`src/rtl/f2s_intr_pkg.sv`:
```
// Shared state encoding and counter sizing for the fast-to-slow interrupt pulse shaper.
// No logic and no latency; imported by the lane and the top level.
package f2s_intr_pkg;

    typedef enum logic [1:0] {
        IDLE = 2'd0,
        HIGH = 2'd1,
        GAP  = 2'd2
    } lane_state_e;

    // The down-counter only has to hold max(HIGH,LOW)-1, but it must be at least one bit wide.
    function automatic int cnt_width(input int high_cycles, input int low_cycles);
        int m;
        m = (high_cycles > low_cycles) ? high_cycles : low_cycles;
        return (m < 2) ? 1 : $clog2(m);
    endfunction

endpackage

```
`src/rtl/f2s_intr_pulse_shaper_if.sv`:
```
// Interrupt bundle between the raw fast-domain sources and the pulse shaper.
// Plain wires; the shaper never stalls its source (no ready), excess edges are counted.
interface f2s_intr_pulse_shaper_if #(
    parameter int INTR_WIDTH = 1
);
    logic [INTR_WIDTH-1:0] fast_intr;
    logic [INTR_WIDTH-1:0] ovf_clr;
    logic [INTR_WIDTH-1:0] shaped_intr;
    logic [INTR_WIDTH-1:0] busy;
    logic [INTR_WIDTH-1:0] intr_overflow;

    modport master (
        output fast_intr,
        output ovf_clr,
        input  shaped_intr,
        input  busy,
        input  intr_overflow
    );

    modport slave (
        input  fast_intr,
        input  ovf_clr,
        output shaped_intr,
        output busy,
        output intr_overflow
    );
endinterface

```
`src/rtl/f2s_intr_shaper_lane.sv`:
```
// One interrupt lane: edge detect, HIGH/GAP pulse FSM and saturating pending-edge queue.
// Edge in cycle N drives shaped_intr high N+1..N+HIGH_CYCLES; no backpressure, overflow is sticky.
module f2s_intr_shaper_lane
    import f2s_intr_pkg::*;
#(
    parameter int HIGH_CYCLES = 8,
    parameter int LOW_CYCLES  = 8,
    parameter int PEND_WIDTH  = 4
) (
    input  logic fast_clk,
    input  logic fast_rst,
    input  logic fast_intr,
    input  logic ovf_clr,
    output logic shaped_intr,
    output logic busy,
    output logic intr_overflow
);
    localparam int                    CNT_W     = cnt_width(HIGH_CYCLES, LOW_CYCLES);
    localparam logic [CNT_W-1:0]      HIGH_LOAD = CNT_W'(HIGH_CYCLES - 1);
    localparam logic [CNT_W-1:0]      LOW_LOAD  = CNT_W'(LOW_CYCLES - 1);
    localparam logic [PEND_WIDTH-1:0] PEND_MAX  = '1;

    lane_state_e            state_q, state_d;
    logic [CNT_W-1:0]       cnt_q, cnt_d;
    logic [PEND_WIDTH-1:0]  pend_q, pend_d;
    logic                   prev_q, prev_d;
    logic                   ovf_q, ovf_d;
    logic                   shaped_q, shaped_d;

    logic edge_det, pend_nz, issue, pend_inc, pend_dec, ovf_set;

    always_comb begin
        state_d  = state_q;
        cnt_d    = cnt_q;
        pend_d   = pend_q;
        ovf_d    = ovf_q;
        prev_d   = fast_intr;
        issue    = 1'b0;
        edge_det = fast_intr & ~prev_q;
        pend_nz  = (pend_q != '0);

        case (state_q)
            IDLE: issue = edge_det | pend_nz;
            HIGH: begin
                if (cnt_q == '0) begin
                    state_d = GAP;
                    cnt_d   = LOW_LOAD;
                end else begin
                    cnt_d = cnt_q - CNT_W'(1);
                end
            end
            GAP: begin
                if (cnt_q == '0) begin
                    if (edge_det || pend_nz) issue   = 1'b1;
                    else                     state_d = IDLE;
                end else begin
                    cnt_d = cnt_q - CNT_W'(1);
                end
            end
            default: state_d = IDLE;
        endcase

        if (issue) begin
            state_d = HIGH;
            cnt_d   = HIGH_LOAD;
        end

        // Backlog is replayed first; the live edge is only consumed when nothing is queued.
        pend_inc = edge_det & ~(issue & ~pend_nz);
        pend_dec = issue & pend_nz;
        ovf_set  = pend_inc & ~pend_dec & (pend_q == PEND_MAX);

        if (pend_inc && !pend_dec && !ovf_set) pend_d = pend_q + PEND_WIDTH'(1);
        else if (pend_dec && !pend_inc)        pend_d = pend_q - PEND_WIDTH'(1);

        if (ovf_set)      ovf_d = 1'b1;
        else if (ovf_clr) ovf_d = 1'b0;

        shaped_d = (state_d == HIGH);
    end

    always_ff @(posedge fast_clk) begin
        if (fast_rst) begin
            state_q  <= IDLE;
            cnt_q    <= '0;
            pend_q   <= '0;
            prev_q   <= 1'b0;
            ovf_q    <= 1'b0;
            shaped_q <= 1'b0;
        end else begin
            state_q  <= state_d;
            cnt_q    <= cnt_d;
            pend_q   <= pend_d;
            prev_q   <= prev_d;
            ovf_q    <= ovf_d;
            shaped_q <= shaped_d;
        end
    end

    assign shaped_intr   = shaped_q;
    assign busy          = (state_q != IDLE) || (pend_q != '0);
    assign intr_overflow = ovf_q;

endmodule

```
`src/rtl/f2s_intr_pulse_shaper.sv`:
```
// Fast-domain shaper: per-lane pulses of exact high width and minimum low gap for a slow synchronizer.
// One cycle from edge to shaped pulse; never backpressures, queued edges saturate into intr_overflow.
module f2s_intr_pulse_shaper
    import f2s_intr_pkg::*;
#(
    parameter int INTR_WIDTH  = 1,
    parameter int HIGH_CYCLES = 8,
    parameter int LOW_CYCLES  = 8,
    parameter int PEND_WIDTH  = 4
) (
    input  logic                     fast_clk,
    input  logic                     fast_rst,
    f2s_intr_pulse_shaper_if.slave   intr_if
);
    logic [INTR_WIDTH-1:0] shaped_vec;
    logic [INTR_WIDTH-1:0] busy_vec;
    logic [INTR_WIDTH-1:0] ovf_vec;

    for (genvar g = 0; g < INTR_WIDTH; g++) begin : g_lane
        f2s_intr_shaper_lane #(
            .HIGH_CYCLES (HIGH_CYCLES),
            .LOW_CYCLES  (LOW_CYCLES),
            .PEND_WIDTH  (PEND_WIDTH)
        ) u_lane (
            .fast_clk      (fast_clk),
            .fast_rst      (fast_rst),
            .fast_intr     (intr_if.fast_intr[g]),
            .ovf_clr       (intr_if.ovf_clr[g]),
            .shaped_intr   (shaped_vec[g]),
            .busy          (busy_vec[g]),
            .intr_overflow (ovf_vec[g])
        );
    end

    assign intr_if.shaped_intr   = shaped_vec;
    assign intr_if.busy          = busy_vec;
    assign intr_if.intr_overflow = ovf_vec;

endmodule

```
`src/flat_wrapper.sv`:
```
// flat-port wrapper written by rule: the top's interface ports become plain ports
module f2s_intr_pulse_shaper_flat import f2s_intr_pkg::*;
#(
    parameter int INTR_WIDTH  = 1,
    parameter int HIGH_CYCLES = 8,
    parameter int LOW_CYCLES  = 8,
    parameter int PEND_WIDTH  = 4
)
  (fast_clk, fast_rst, intr_if_fast_intr, intr_if_ovf_clr, intr_if_shaped_intr, intr_if_busy, intr_if_intr_overflow);
  f2s_intr_pulse_shaper_if #(.INTR_WIDTH(INTR_WIDTH)) intr_if_i ();
  input  logic fast_clk;
  input  logic fast_rst;
  input wire logic [$bits(intr_if_i.fast_intr)-1:0] intr_if_fast_intr;
  input wire logic [$bits(intr_if_i.ovf_clr)-1:0] intr_if_ovf_clr;
  output wire logic [$bits(intr_if_i.shaped_intr)-1:0] intr_if_shaped_intr;
  output wire logic [$bits(intr_if_i.busy)-1:0] intr_if_busy;
  output wire logic [$bits(intr_if_i.intr_overflow)-1:0] intr_if_intr_overflow;
  assign intr_if_i.fast_intr = intr_if_fast_intr;
  assign intr_if_i.ovf_clr = intr_if_ovf_clr;
  assign intr_if_shaped_intr = intr_if_i.shaped_intr;
  assign intr_if_busy = intr_if_i.busy;
  assign intr_if_intr_overflow = intr_if_i.intr_overflow;
  f2s_intr_pulse_shaper #(.INTR_WIDTH(INTR_WIDTH), .HIGH_CYCLES(HIGH_CYCLES), .LOW_CYCLES(LOW_CYCLES), .PEND_WIDTH(PEND_WIDTH)) u_core (.fast_clk(fast_clk), .fast_rst(fast_rst), .intr_if(intr_if_i));
endmodule
```
`config.mk`:
```
export PLATFORM = sky130hd
export DESIGN_NAME = f2s_intr_pulse_shaper_flat
export DESIGN_NICKNAME = d
export VERILOG_FILES = /design/src/rtl/f2s_intr_pkg.sv /design/src/rtl/f2s_intr_pulse_shaper_if.sv /design/src/rtl/f2s_intr_shaper_lane.sv /design/src/rtl/f2s_intr_pulse_shaper.sv /design/src/flat_wrapper.sv
export SDC_FILE = /design/constraint.sdc
export NUM_CORES = 1
export LEC_CHECK = 0
export ABC_CLOCK_PERIOD_IN_PS = 3600
export BUFFER_PORTS_ARGS = -buffer_cell sky130_fd_sc_hd__buf_2
export CAP_MARGIN = 10
export CORE_MARGIN = 3
export CORE_UTILIZATION = 45
export CTS_BUF_LIST = sky130_fd_sc_hd__clkbuf_8
export CTS_CLUSTER_SIZE = 10
export DETAILED_ROUTE_END_ITERATION = 10
export PLACE_DENSITY_LB_ADDON = 0.25
export SLEW_MARGIN = 10
export SYNTH_ARGS = -nofsm -noshare
export SYNTH_HDL_FRONTEND = slang
export SYNTH_HIERARCHICAL = 1
export SYNTH_SLANG_ARGS = --single-unit
export TNS_END_PERCENT = 10
```
`constraint.sdc`:
```
create_clock -name fast_clk -period 3.6 [get_ports fast_clk]
set_clock_uncertainty 0.05 [all_clocks]
set_input_delay 1.08 -clock fast_clk [delete_from_list [all_inputs] [get_ports fast_clk]]
set_output_delay 1.08 -clock fast_clk [all_outputs]
set_load 0.02 [all_outputs]
```
After elaboration in Yosys (flattened, before gate mapping)
Index checks and enable logic that the tools add are counted.

cells by class
  reductions and logical operators = 16
  eq/ne operators = 5
  $add $sub $neg = 3
  muxes and demuxes = 16
  bitwise gates (word level) = 11

operators by type and width
  cell                                                                    count
  3-bit 2-to-1 mux                                                        3
  2-bit 2-to-1 mux                                                        4
  4-bit 2-to-1 mux                                                        2
  1-bit bitwise AND                                                       6
  2-bit one-hot mux with 3 select lines                                   1
  3-bit one-hot mux with 2 select lines                                   1
  2-bit nonzero test                                                      3
  4-bit by 1-bit adder with 4-bit output (second input constant)          1
  2-bit by 1-bit equality test with 1-bit output (second input constant)  2
  4-bit equality test (second input constant)                             1
  1-bit 2-to-1 mux                                                        4
  1-bit NOT                                                               4
  4-bit nonzero test                                                      1
  4-bit by 1-bit subtractor with 4-bit output (second input constant)     1
  1-bit logical AND                                                       3
  1-bit zero test                                                         3
  3-bit zero test                                                         1
  3-bit inequality test (second input constant)                           1
  3-bit nonzero test                                                      1
  3-bit by 1-bit subtractor with 3-bit output (second input constant)     1
  2-bit equality test (second input constant)                             1
  2-bit zero test                                                         1
  1-bit logical OR                                                        2
  1-bit one-hot mux with 2 select lines                                   1
  other kinds (2)                                                         2

word-level totals
  flip-flop bits (word level) = 12
  output and inout port bits = 3

Logic depth before layout (Yosys ltp)
Gate-level depths: netlist of run 1.

  depth after elaboration = 14
  mapped depth = 10
  mapped depth without buffers = 10

Least setup slack after synthesis of run 1
OpenSTA, ideal clock, no wires.

  path type = input to register
  from = input port intr_if_fast_intr
  to = register u_core.g_lane[0].u_lane.pend_q[3]
  library setup time = 0.134 ns
  cell stages on the path = 7
  slack = 0.748 ns
  arrival time = 2.668 ns
  cells stage by stage = and2b_1 nand3_1 ha_1 a21o_1 a21oi_1 a311oi_1 or4_1

on the way
  longest elaborated chain between the ends = 13
  elaborated cells between the ends (all ways) = 21
  classes of those cells = 4 x mux; 9 x bitwise; 8 x reduce/logical

ends and longest elaborated chain
  element                                                        line                        text
  from (decl)                                                    flat_wrapper.sv:13          input wire logic [$bits(intr_if_i.fast_intr)-1:0] intr_if_fast_intr;
  1-bit bitwise AND *                                            f2s_intr_shaper_lane.sv:39  edge_det = fast_intr & ~prev_q;
  1-bit logical OR                                               f2s_intr_shaper_lane.sv:54  if (edge_det || pend_nz) issue = 1'b1;
  1-bit 2-to-1 mux                                               f2s_intr_shaper_lane.sv:54
  1-bit 2-to-1 mux                                               f2s_intr_shaper_lane.sv:53  if (cnt_q == '0) begin
  1-bit one-hot mux with 2 select lines                          f2s_intr_shaper_lane.sv:42  case (state_q)
  1-bit bitwise AND                                              f2s_intr_shaper_lane.sv:69  pend_inc = edge_det & ~(issue & ~pend_nz);
  1-bit NOT                                                      f2s_intr_shaper_lane.sv:69
  1-bit bitwise AND                                              f2s_intr_shaper_lane.sv:69
  1-bit bitwise AND (2 in series)                                f2s_intr_shaper_lane.sv:71  ovf_set = pend_inc & ~pend_dec & (pend_q == PEND_MAX);
  1-bit zero test                                                f2s_intr_shaper_lane.sv:73  if (pend_inc && !pend_dec && !ovf_set) pend_d = pend_q + PEND_WIDTH'(1);
  1-bit logical AND                                              f2s_intr_shaper_lane.sv:73
  4-bit 2-to-1 mux / 2-bit nonzero test (equally long branches)  --
  to (signal assigned)                                           f2s_intr_shaper_lane.sv:93  pend_q <= pend_d;
  to (decl)                                                      f2s_intr_shaper_lane.sv:25  logic [PEND_WIDTH-1:0] pend_q, pend_d;

Mark *: on every way between the ends. The rest lies on a longest branch, timed or not.
A chain may end at the register's enable or synchronous reset.

Worst setup path after layout of run 1
Same ends and word-level chain as after synthesis.

==> flow_summary.json, run 1 <==
{
  "status": "finished, final reports clean",
  "firstDrtPassIters": 4,
  "die_w_um": 47.5,
  "crit_path_start_kind": "primary input",
  "synth.avg_cell_area_um2": 9.10,
  "cts_setup_buffers": 0,
  "fin_hold_ws_ns": 0.425,
  "cts_tree": "yes",
  "power.leakage_nw": 0.381,
  "start_util_pct": 49.6,
  "clk_path_buf_depth": 2,
  "wl_per_cell_um": 12.9,
  "clk_pin_slew_ns": 0.05,
  "drt_wl_total_um": 1390,
  "row_count": 14,
  "drv_cap": 0,
  "h-tree-depth": 1,
  "fin_area_um2": 865,
  "ant_nets": 0,
  "dp_slack_ns": 0.502,
  "layout.nets": 102,
  "grt_pass1_vias": 545,
  "cp_slowest_cell": "or4_1",
  "grtUsageTotal_pct": 15.8,
  "slew_violations": 0,
  "ys.flop_type": "dfxtp_1",
  "ios": 7,
  "dpl_cell_area_um2": 810,
  "drt_iter0_markers": 15,
  "cpLargestDelayFamily": "simple AND/OR/NAND/NOR gates",
  "drc": 0,
  "ys_seq_area_share_pct": 31.1,
  "num_vias": 621,
  "gp_congestion": 0.726,
  "synth_seq_cells": 12,
  "cts-root-buf": "clkbuf_8",
  "cts-buffers-inserted": 3,
  "drive_above_1_share_pct": 19.6,
  "clock_latency_ns": 0.24,
  "hold_viol": 0,
  "power_mw": 0.854,
  "path_class": "in2reg",
  "dp_hpwl_um": 1020,
  "core_um2": 1560,
  "power_density_nw_per_um2": 988,
  "crit_fanout": 5,
  "netlist_top_cells_area": "dfxtp_1, ha_1, nor2_1",
  "num_antenna_cells": 0,
  "die-area_um2": 2250,
  "grt_max_degree": 16,
  "worst_slack_ns": 0.727,
  "cpPeakStageDelay_ns": 0.52,
  "fin_tns_setup_ns": 0,
  "critPathBufInv": 1,
  "vias_per_cell": 5.75,
  "fin_cells": 108,
  "hold_path.class": "reg2reg",
  "async_reset_ff_share_pct": 0,
  "synth_largest_area_cell": "dfxtp_1",
  "grt.overflow.total": 0,
  "worst_slew_margin_rel_pct": 68.2,
  "utilization_pct": 55.5,
  "fin_crit_ns": 2.87,
  "dp.cells": 104,
  "grt_pass1_wl_um": 2450,
  "syn_nets": 94,
  "required_ns": 3.66,
  "synth_cells": 85,
  "synth_cell_types": 35,
  "port_buffers": 6,
  "ys_warn_count": 6,
  "die_h_um": 47.5,
  "fmax_mhz": 348,
  "area.growth.synth_to_final_pct": 11.8,
  "rsz0062_at_grt": "no",
  "setup_viol": 0,
  "synth_top_area_share_pct": 31.1,
  "worst_slew_pin_slew_ns": 0.473,
  "synth_area_um2": 773,
  "cts_resized": 0,
  "antenna_found_initial": 0,
  "vdd_drop_max_mv": 0.671,
  "end_kind": "flop",
  "crit_chain": "buf_2, and2b_1, nand3_1, ha_1, a21o_1, a21oi_1, a311oi_1, or4_1",
  "synth_edf_count": 0,
  "clkSinkCount": 12,
  "arrival_ns": 2.94,
  "postCtsHoldBufs": 0,
  "finalCritPeriodShare_pct": 79.8
}
worst reg2reg max path: cells and delay by family (launching register included):
family	cells	cell delay [ns]
AND/OR/NAND/NOR	3	0.83
buffers and inverters	1	0.07
AO/OA/AOI/OAI	4	0.72
flip-flops	1	0.36
adder cells (fa/ha/maj)	2	0.58
cells in the final DEF (no fill, tap or decap), types with 2 or more instances in the layout:
cell and n:
dfxtp_1 12, nor2_1 9, nand2_1 7, buf_2 6
a21oi_1 6, nor2b_1 5, clkbuf_8 4, ha_1 4
nand2b_1 3, a21o_1 2, nand4_1 2, nand3_1 2
inv_1 2, a31oi_1 2, mux2_2 2, and3_2 2
o211a_1 2, nor3b_1 2, a311oi_1 2
routing by layer:
metal  up-vias  part of all wire [%]  GRT usage [%]
li1        321                     -              -
met1       289                    52           22.2
met2         9                    45           21.7
met3         2                   2.3           4.51
met4         0                   1.1           8.29
met5         -                     0              0
final timing paths:
| check | slack, ns | end | start | cells after the start |
|---|---|---|---|---|
| min reg2reg | 0.42 | u_core/g_lane[0].u_lane/cnt_q[1]$_SDFFE_PP0P_ | u_core/g_lane[0].u_lane/cnt_q[1]$_SDFFE_PP0P_ | 1 |
| min | 0.42 | u_core/g_lane[0].u_lane/cnt_q[1]$_SDFFE_PP0P_ | u_core/g_lane[0].u_lane/cnt_q[1]$_SDFFE_PP0P_ | 1 |
| max | 0.73 | u_core/g_lane[0].u_lane/pend_q[3]$_SDFFE_PP0P_ | intr_if_fast_intr | 8 |
| max reg2reg | 0.89 | u_core/g_lane[0].u_lane/pend_q[3]$_SDFFE_PP0P_ | u_core/g_lane[0].u_lane/cnt_q[0]$_SDFFE_PP0P_ | 10 |
kinds of logic after synthesis:
kind of cell / share of synthesized area (%)
adders and majority gates: 9.06
DFF: 31.1
muxes: 4.21
xor gates and xnor gates: 2.27
AOI/OAI and AO/OA: 20.9
and+or+nand+nor: 29.8
buffers and inverters: 2.75
report_power, final:
part           total (mW)  switching, mW  internal [mW]  leakage [nW]
registers           0.267         0.0805          0.186        0.0995
logic               0.443          0.230          0.213         0.253
clock network       0.145         0.0481         0.0965        0.0288
state kept, by name, indices dropped and copies added, names as in the netlist:
register                            flops
u_core/g_lane.u_lane/intr_overflow      1
u_core/g_lane.u_lane/shaped_intr        1
u_core/g_lane.u_lane/cnt_q              3
u_core/g_lane.u_lane/state_q            2
u_core/g_lane.u_lane/prev_q             1
u_core/g_lane.u_lane/pend_q             4
cells in the mapped netlist (all sizes together), types with 2 or more instances:
master	n
nor2	9
ha	4
a21o	2
nand4	2
o211a	2
inv	2
a311oi	2
a31oi	2
and3	2
nor3b	2
mux2	2
nor2b	5
buf	2
nand2b	4
nand3	2
nand2	7
a21oi	6
dfxtp	12
cell type report:
class | instances | area [µm²]
clock buffer | 4 | 55.1
multi-input combinational | 68 | 512
sequential | 12 | 240
fill | 134 | 694
timing repair buffer | 6 | 30.0
inverter | 2 | 7.51
tap | 16 | 20.0
No activity file was read; power rests on OpenSTA's default activity.
==> run 2: changes to the inputs <==
ABC_CLOCK_PERIOD_IN_PS = 3000   (was 3600)
clock period = 3 ns   (was 3.6 ns; I/O delays follow)
==> run 2 against run 1 <==
Against the previous run: sequential share of layout area fell by 0.47 points; utilization rose by 0.96 points; via count rose by 2.1%; wire length rose by 9.2%; register-to-register slack got worse by 0.64 ns; largest power group unchanged.
==> flow_summary.json, run 2 (synthesized netlist as in run 1, its figures left out) <==
{
  "status": "finished, final reports clean",
  "end_kind": "flop",
  "cts-root-buf": "clkbuf_8",
  "arrival_ns": 2.82,
  "fmax_mhz": 363,
  "setup_viol": 0,
  "cts_setup_buffers": 0,
  "largest_reg_flops": 4,
  "num_vias": 634,
  "h-tree-depth": 1,
  "reg2reg_slack_ns": 0.25,
  "grt_pass1_vias": 609,
  "final_common_cell": "dfxtp_1",
  "reg_top3": "u_core/g_lane.u_lane/pend_q x4, u_core/g_lane.u_lane/cnt_q x3, u_core/g_lane.u_lane/state_q x2",
  "core_um2": 1560,
  "drive_above_1_share_pct": 21.3,
  "cts_resized": 0,
  "row_count": 14,
  "grt_max_degree": 16,
  "final.fill_count": 137,
  "worst_slew_margin_rel_pct": 67.8,
  "r2r-end": "u_core/g_lane[0].u_lane/pend_q[3]$_SDFFE_PP0P_",
  "layout_common_cells": "dfxtp_1, nor2_1, nand2_1, buf_2, a21oi_1",
  "port_buffers": 6,
  "worst_slew_pin_slew_ns": 0.480,
  "cts_tree": "yes",
  "power.leakage_nw": 0.391,
  "crit_fanout": 6,
  "whs_path_depth": 1,
  "required_ns": 3.07,
  "ff_latch_area_um2": 240,
  "crit_path_start_kind": "flop",
  "die-area_um2": 2250,
  "clkSinkCount": 12,
  "vias_per_cell": 5.76,
  "rsz0062_at_grt": "no",
  "power_density_nw_per_um2": 1190,
  "grt_pass1_wl_um": 2650,
  "clk_pin_slew_ns": 0.06,
  "hold_viol": 0,
  "clock_latency_ns": 0.24,
  "start_util_pct": 49.6,
  "area.growth.synth_to_final_pct": 13.8,
  "grtUsageTotal_pct": 16.8,
  "largest_register": "u_core/g_lane.u_lane/pend_q",
  "antenna_found_initial": 0,
  "fin_crit_ns": 2.75,
  "finalCritPeriodShare_pct": 91.7,
  "firstDrtPassIters": 4,
  "slew_violations": 0,
  "fin_tns_setup_ns": 0,
  "drc": 0,
  "min_to": "u_core/g_lane[0].u_lane/cnt_q[1]$_SDFFE_PP0P_",
  "drt_wl_total_um": 1520,
  "multi_input_area_um2": 512,
  "min_from": "u_core/g_lane[0].u_lane/cnt_q[1]$_SDFFE_PP0P_",
  "hold_path.class": "reg2reg",
  "drv_cap": 0,
  "num_antenna_cells": 0,
  "path_class": "reg2reg",
  "die_h_um": 47.5,
  "wl_per_cell_um": 13.8,
  "ios": 7,
  "vdd_drop_max_mv": 0.649,
  "cts-buffers-inserted": 3,
  "timing.reg2reg.worst_path_depth": 10,
  "gp_congestion": 0.798,
  "layout.nets": 104,
  "drt_iter0_markers": 29,
  "dp_hpwl_um": 1050,
  "clk_path_buf_depth": 2,
  "fin_hold_ws_ns": 0.430,
  "ant_nets": 0,
  "grt.overflow.total": 0,
  "rr_startpoint": "u_core/g_lane[0].u_lane/cnt_q[0]$_SDFFE_PP0P_",
  "postCtsHoldBufs": 0,
  "die_w_um": 47.5
}
==> run 2: layer usage <==
metal | routed length [µm] | global-route usage [%] | part of all wire [%]
met2 | 673 | 24.3 | 44
met4 | 25 | 6.63 | 1.6
met1 | 751 | 23.5 | 49
met3 | 70 | 4.51 | 4.6
met5 | 0 | 0 | 0
==> run 2: area by class of cell <==
class / instances / share of cell area, %
well taps: 16 / 2.28
multi-input cells: 68 / 58.2
flip-flops and latches: 12 / 27.3
clock buffers: 4 / 6.26
inverters: 2 / 0.853
repair buffers: 8 / 5.12
==> run 2: per-stage QoR <==
stage	setup WS [ns]	util (%)	instances	area, µm²	power (mW)
after global routing	0.0692	56.4	110	880	1.13
after CTS	0.274	56.4	110	880	1.05
after global placement	0.275	52.9	106	825	0.851
after detailed placement	0.200	52.9	106	825	0.862
after floorplan	0.328	-	85	773	0.754
final	0.248	56.4	110	880	1.05
==> run 2: worst max path at each step <==
stage,startpoint,to,slack [ns],depth (start not counted)
final,u_core/g_lane[0].u_lane/cnt_q[0]$_SDFFE_PP0P_,u_core/g_lane[0].u_lane/pend_q[3]$_SDFFE_PP0P_,0.25,10
after global routing,u_core/g_lane[0].u_lane/cnt_q[0]$_SDFFE_PP0P_,u_core/g_lane[0].u_lane/pend_q[3]$_SDFFE_PP0P_,0.07,10
after CTS,u_core/g_lane[0].u_lane/cnt_q[0]$_SDFFE_PP0P_,u_core/g_lane[0].u_lane/pend_q[3]$_SDFFE_PP0P_,0.27,10
after detailed placement,intr_if_fast_intr,u_core/g_lane[0].u_lane/pend_q[3]$_SDFFE_PP0P_,0.20,8
after global placement,intr_if_fast_intr,u_core/g_lane[0].u_lane/pend_q[3]$_SDFFE_PP0P_,0.28,8
after floorplan,intr_if_fast_intr,u_core/g_lane[0].u_lane/pend_q[3]$_SDFFE_PP0P_,0.33,7
==> run 2: critical path, stage by stage (launching register included) <==
cell and delay [ns]:
dfxtp_1 0.35, inv_1 0.07, ha_1 0.26, nand2b_4 0.14, a21o_1 0.21, nand3_1 0.17
ha_1 0.32, a21o_1 0.18, a21oi_1 0.26, a311oi_1 0.09, or4_1 0.52
==> run 2: power by group <==
part           leakage [nW]  internal, mW  switching (mW)
sequential           0.0995         0.224          0.0866
clock                0.0288         0.116          0.0636
combinational         0.263         0.262           0.297
